<file path="src/rtl/branch_resolve_unit.sv">
// EX-stage branch resolver with a PC-indexed table of 2-bit saturating predictors and a mispredict flush timer.
// Optional dynamic predictor table enabled by defining BRU_DYNAMIC_PRED_EN (default: static not-taken).
module branch_resolve_unit #(
  parameter int PC_W         = 32,
  parameter int IDX_W        = 4,
  parameter int FLUSH_CYCLES = 2
) (
  input  logic            clk,
  input  logic            rst_n,
  input  logic [PC_W-1:0] if_pc,
  output logic            pred_taken,
  input  logic            ex_valid,
  input  logic            ex_branch,
  input  logic [2:0]      ex_mode,
  input  logic            ex_zero,
  input  logic            ex_neg,
  input  logic [PC_W-1:0] ex_pc,
  input  logic            ex_pred,
  output logic            select,
  output logic            mispredict,
  output logic            flush
);

  typedef enum logic [2:0] {
    MODE_BEQ    = 3'd0,
    MODE_BNE    = 3'd1,
    MODE_BLTZ   = 3'd2,
    MODE_BGEZ   = 3'd3,
    MODE_BGTZ   = 3'd4,
    MODE_BLEZ   = 3'd5,
    MODE_ALWAYS = 3'd6,
    MODE_NEVER  = 3'd7
  } mode_e;

  localparam logic [3:0] FLUSH_LOAD = 4'(FLUSH_CYCLES);

  logic       w_cond;
  logic       w_res;
  logic       w_taken;
  logic       w_mis_next;
  logic [3:0] w_cnt_next;
  logic [3:0] r_flush_cnt;
  logic       r_select;
  logic       r_mispredict;
  logic       r_flush;

  // Keeps PC bits outside the index field and build-dependent inputs visibly consumed.
  logic w_unused;
  assign w_unused = ^{if_pc, ex_pc, ex_pred};

  // NOTE: every signal assigned in always_comb gets a default first, so no path can infer a latch.
  always_comb begin
    w_cond = 1'b0;
    case (mode_e'(ex_mode))
      MODE_BEQ:    w_cond = ex_zero;
      MODE_BNE:    w_cond = !ex_zero;
      MODE_BLTZ:   w_cond = ex_neg;
      MODE_BGEZ:   w_cond = !ex_neg;
      MODE_BGTZ:   w_cond = !ex_neg && !ex_zero;
      MODE_BLEZ:   w_cond = ex_neg || ex_zero;
      MODE_ALWAYS: w_cond = 1'b1;
      MODE_NEVER:  w_cond = 1'b0;
      default:     w_cond = 1'b0;
    endcase
  end

  assign w_res   = ex_valid & ex_branch;
  assign w_taken = w_res & w_cond;

`ifdef BRU_DYNAMIC_PRED_EN
  localparam int DEPTH = 2 ** IDX_W;

  logic [1:0]       r_pred_tbl [DEPTH];
  logic [IDX_W-1:0] w_if_idx;
  logic [IDX_W-1:0] w_ex_idx;

  assign w_if_idx   = if_pc[IDX_W+1:2];
  assign w_ex_idx   = ex_pc[IDX_W+1:2];
  // Reads the registered contents, so a same-edge update becomes visible one cycle later.
  assign pred_taken = r_pred_tbl[w_if_idx][1];
  assign w_mis_next = w_res & (w_cond != ex_pred);

  // NOTE: the table is built from flops rather than a RAM, so every entry can be reset to weakly not-taken.
  always_ff @(posedge clk) begin
    if (!rst_n) begin
      for (int i = 0; i < DEPTH; i++) r_pred_tbl[i] <= 2'b01;
    end else if (w_res) begin
      if (w_cond && r_pred_tbl[w_ex_idx] != 2'b11)
        r_pred_tbl[w_ex_idx] <= r_pred_tbl[w_ex_idx] + 2'b01;
      else if (!w_cond && r_pred_tbl[w_ex_idx] != 2'b00)
        r_pred_tbl[w_ex_idx] <= r_pred_tbl[w_ex_idx] - 2'b01;
    end
  end
`else
  // Static not-taken: every taken branch is a mispredict.
  assign pred_taken = 1'b0;
  assign w_mis_next = w_res & w_cond;
`endif

  // A new mispredict restarts the window instead of extending it.
  always_comb begin
    w_cnt_next = r_flush_cnt;
    if (w_mis_next)
      w_cnt_next = FLUSH_LOAD;
    else if (r_flush_cnt != 4'd0)
      w_cnt_next = r_flush_cnt - 4'd1;
  end

  // NOTE: sequential state uses non-blocking assignments so every flop samples pre-edge values.
  always_ff @(posedge clk) begin
    if (!rst_n) begin
      r_select     <= 1'b0;
      r_mispredict <= 1'b0;
      r_flush      <= 1'b0;
      r_flush_cnt  <= 4'd0;
    end else begin
      r_select     <= w_taken;
      r_mispredict <= w_mis_next;
      r_flush      <= (w_cnt_next != 4'd0);
      r_flush_cnt  <= w_cnt_next;
    end
  end

  assign select     = r_select;
  assign mispredict = r_mispredict;
  assign flush      = r_flush;

endmodule

</file>
<file path="config.mk">
export PLATFORM = sky130hd
export DESIGN_NAME = branch_resolve_unit
export DESIGN_NICKNAME = d
export VERILOG_FILES = /design/src/rtl/branch_resolve_unit.sv
export SDC_FILE = /design/constraint.sdc
export NUM_CORES = 1
export LEC_CHECK = 0
export ABC_AREA = 1
export ABC_CLOCK_PERIOD_IN_PS = 1200
export CAP_MARGIN = 10
export CORE_AREA = 2 2 52 54
export CTS_BUF_LIST = sky130_fd_sc_hd__clkbuf_4 sky130_fd_sc_hd__clkbuf_8 sky130_fd_sc_hd__clkbuf_16
export DETAILED_ROUTE_END_ITERATION = 10
export DIE_AREA = 0 0 54 56
export PLACE_DENSITY = 0.69
export SYNTH_ARGS = -nofsm -noshare
export SYNTH_HDL_FRONTEND = slang
export SYNTH_SLANG_ARGS = --single-unit
</file>
<file path="constraint.sdc">
create_clock -name clk -period 1.2 [get_ports clk]
set_input_delay 0.12 -clock clk [delete_from_list [all_inputs] [get_ports clk]]
set_output_delay 0.12 -clock clk [all_outputs]
set_load 0.01 [all_outputs]
</file>
# Word-level counts from Yosys, hierarchy flattened
# Index checks and enable logic that the tools add are counted.
# Widths: inputs -> output; s select.
dict set report classes {
  n_addsub 1
  eq_ne 7
  muxes 3
  bitwise 2
  n_reduce_logical 7
}
# op n
set ops {}
lappend ops {{$eq 3x3->1 const B} 4}
lappend ops {{$mux 4} 2}
lappend ops {{$pmux 1 s8} 1}
lappend ops {{$reduce_bool 4->1} 2}
lappend ops {{$eq 3x2->1 const B} 2}
lappend ops {{$sub 4x1->4 const B} 1}
lappend ops {{$eq 3x1->1 const B} 1}
lappend ops {{$logic_not 3->1} 1}
lappend ops {{$and 1x1->1} 2}
lappend ops {{$logic_not 1->1} 2}
lappend ops {{$logic_and 1x1->1} 1}
lappend ops {{$logic_or 1x1->1} 1}
dict set report totals {
  register_bits 6
  out_inout_bits 4
  elab_cells 23
}

# Longest topological paths before layout
# Gate-level depths: netlist of the first run.
dict set report logic_depth {
  word_depth 6
  depth_mapped 9
}

# Worst setup path before layout of the first run
# Ideal clock, no wire load.
dict set report synth_timing {
  path_type {reg2reg}
  start {reg r_flush_cnt[0]}
  end {reg r_flush (netlist: flush)}
  setup_time_ns 0.125
  t_arrival_ns 1.049
  t_required_ns 1.075
  setup_slack_ns 0.026
  path_stages_with_launch 8
  period_less_slack_ns 1.174
  path_cell_list {dfxtp_1 inv_1 ha_1 nand3_1 xor2_1 nand3_1 nand2_1 nand3_1}
}
dict set report synth_between {
  elab_chain_len 4
}
# element line
set synth_lines {}
lappend synth_lines {{from (decl)} 42} ;# logic [3:0] r_flush_cnt;
lappend synth_lines {{from (signal assigned)} 120} ;# r_flush_cnt <= w_cnt_next;
lappend synth_lines {{$sub 4x1->4 / $reduce_bool 4->1 (equally long branches)} {106, 105}}
lappend synth_lines {{$mux 4 *} 105} ;# else if (r_flush_cnt != 4'd0)
lappend synth_lines {{$mux 4 *} 103} ;# if (w_mis_next)
lappend synth_lines {{$reduce_bool 4->1 *} 119} ;# r_flush <= (w_cnt_next != 4'd0);
lappend synth_lines {{to (signal assigned)} 119}
lappend synth_lines {{to (decl)} 45} ;# logic r_flush;
# Every way passes the cells marked *; elsewhere a longest branch is shown, timed or not.
# A chain may end at the register's enable or synchronous reset.

# Worst setup path after layout of the first run
# Ends and elaborated chain as after synthesis.

==> results.toml, run 1 <==
[critical_path]
required_ns = 1.32
crit_end = "flush"
r2r_slack_ns = 0.06
reg2regPathDepth = 7
start_kind = "register"
startpoint = "r_flush_cnt[0]"
end_kind = "register"
r2r_end = "flush"
crit_fanout = 4
reg2reg_from = "r_flush_cnt[0]"
worstPathArrival_ns = 1.26
critical_path_class = "register to register"

[layout]
drive_above_1_share_pct = 33.8
synthToLayoutAreaGrowth_pct = 70.3
final_util_pct = 25.9
fillers = 273
nets = 151
n_antenna_cell = 0

[grt]
grt_start_max_net_pins = 6
grt_pass1_wl_um = 1330
track_usage_pct = 6.03
grt_pass1_vias = 382
gr-total-overflow = 0
antenna_found_initial = 0

[synthesis]
ys_types = 14
synth_top_family_by_area = "simple AND/OR/NAND/NOR gates"
synth_top_cell_area_share_pct = 32.4
synthSimpleGateAreaFrac_pct = 36.5
synth.avg_cell_area_um2 = 6.39
synth-xor-area-share_pct = 2.36
synthMuxAreaShare_pct = 0
syn_inst = 58
ys.warnings.count = 0
syn_area_um2 = 370
yosysTopAreaCell = "dfxtp_1"
syn_nets = 133
synth_most_common_cell = "inv_1"
synthAdderAreaFrac_pct = 3.38
synthArstFlopShare_pct = 0
synth_edf_count = 0
synthTopCellsByCount = "inv_1 (11), nand2_1 (10), nor2_1 (9)"
synth_ff_type = "dfxtp_1"
synthTopCellsByArea = "dfxtp_1 (32%), inv_1 (11%), nand2_1 (10%)"
synth-compound-area-share_pct = 9.12
ys_ff_latch = 6
ys_seq_area_share_pct = 32.4

[flow_run]
cap_violations = 0

[power_and_ir_drop]
switchingPower_uw = 540
clkPwrFrac_pct = 13.0
power_frac_comb_pct = 64.6
leakagePower_uw = 0.000318
internal_power_uw = 845
swShare_pct = 39.0
pwr-share-seq_pct = 22.4
power_density_nw_per_um2 = 2200
ir_drop_mv = 0.636

[die]
core_area_um2 = 2430
die_w_um = 54
num_rows = 18
io_pins = 78
start_util_pct = 15.2
die-area_um2 = 3020
die_h_um = 56

[timing]
timing.final.crit_share_pct = 94.8
timing.fmax_mhz = 879
slew_violations = 0
min_period_ns = 1.14
hold_violations = 0
setup_viol = 0
rsz0062_at_grt = "yes"
setup_ws_ns = 0.0628
clock-skew-final_ns = 0.00287

[placed_design]
place_ws_ns = -0.196
io_buffers = 11
gp_congestion = 0.609
dp_hpwl_um = 659

[routing]
drt-initial-drc-count = 3
wl_per_cell_um = 7.99
ant_nets = 0
via_count = 408
drt_wl_total_um = 831
viasPerCell = 3.92
drtPass1Iterations = 3
drcViolationCount = 0

[clock_network]
cts.htree.levels = 1
cts_tree = "built"
clock_latency_ns = 0.24
cts_setup_buffers = 0
numCtsBuffers = 3
clock_sinks = 6
ctsLongestPathBuffers = 2
path_clk_slew_ns = 0.04
postCtsHoldBufs = 0
cts-root-buf = "clkbuf_4"

[worst_hold_path]
hold_path_class = "input pin to register"

[run_status]
outcome = "complete, no violations"
[critical path: stages, from the launching register on]
cell and delay [ns]:
dfxtp_1 0.30, inv_2 0.08, ha_4 0.17, nand3_4 0.09, xor2_4 0.15, nand3_1 0.09, nand2_1 0.06, nand3_1 0.08
[state kept, by name, summed over array words and instances, names as in the netlist]
| register | count |
|---|---|
| flush | 1 |
| mispredict | 1 |
| r_flush_cnt | 4 |
[cell usage in the layout, fill, tap and decap left out, types with 4 or more instances in the layout]
master,synthesis,layout
nand2_1,10,10
inv_1,11,8
nor2_1,9,7
nand3_1,7,6
clkdlybuf4s50_1,0,6
dfxtp_1,6,5
buf_4,2,4
[final cells by class]
type	count	area, µm²	share of cell area (%)
flip-flops and latches	6	121	19.2
repair buffers	15	145	23.0
clock buffers	3	22.5	3.57
inverters	11	41.3	6.55
multi-input cells	39	263	41.7
well taps	30	37.5	5.95
[worst min-delay path by stage]
stage	start	endpoint	cells past startpoint
after global placement	r_flush_cnt[3]	r_flush_cnt[2]	2
after global routing	ex_mode[2]	mispredict	7
final	ex_mode[2]	r_flush_cnt[1]	7
after CTS	r_flush_cnt[3]	r_flush_cnt[2]	2
after detailed placement	r_flush_cnt[3]	r_flush_cnt[2]	2
after floorplan	rst_n	flush	2
[logic make-up (layout without fill, tap and decap cells)]
kind of cell | count (synthesis) | after routing
compound gates | 6 | 6
xor+xnor | 1 | 1
fa+ha+maj | 1 | 1
buf+inv | 13 | 29
flops | 6 | 6
other cells | 1 | 1
simple gates | 30 | 30
[timing repair]
item                                    4_1_cts  5_1_grt
cloned                                        0        0
gates resized for setup                       7       17
pin swaps                                     4        7
endpoints found under the setup margin        5        6
[power by group through the flow]
stage | sequential (µW) | clock, µW | combinational (µW)
floorplan | 307 | 0 | 329
global placement | 300 | 0 | 588
detailed placement | 299 | 0 | 614
CTS | 295 | 183 | 671
global route | 318 | 190 | 1000
finish | 310 | 180 | 896
[through the flow]
step	setup TNS (ns)	area (µm²)	power, µW	hold WS (ns)	std cells
6_report	0	631	1390	0.482	104
5_1_grt	-0.0299	631	1510	0.542	104
4_1_cts	-0.00482	568	1150	0.562	104
3_5_place_dp	-0.997	533	913	0.552	101
3_3_place_gp	-0.584	533	888	0.540	101
2_1_floorplan	0	370	636	0.247	58
[per-layer routing]
metal	wire length, µm	global-route usage [%]	up-vias	share of wire [%]
met5	0	0	-	0
met2	454	9.93	12	55
met4	41	5.36	0	4.9
met1	299	5.85	182	36
met3	35	1.61	7	4.2
li1	-	-	207	-
No activity file was read; power rests on OpenSTA's default activity.
==> inputs of run 2 (changes only) <==
- CAP_MARGIN: 10 -> 40
==> results of run 2 <==
The final DEF is identical to that of run 1; final timing and power are the same.
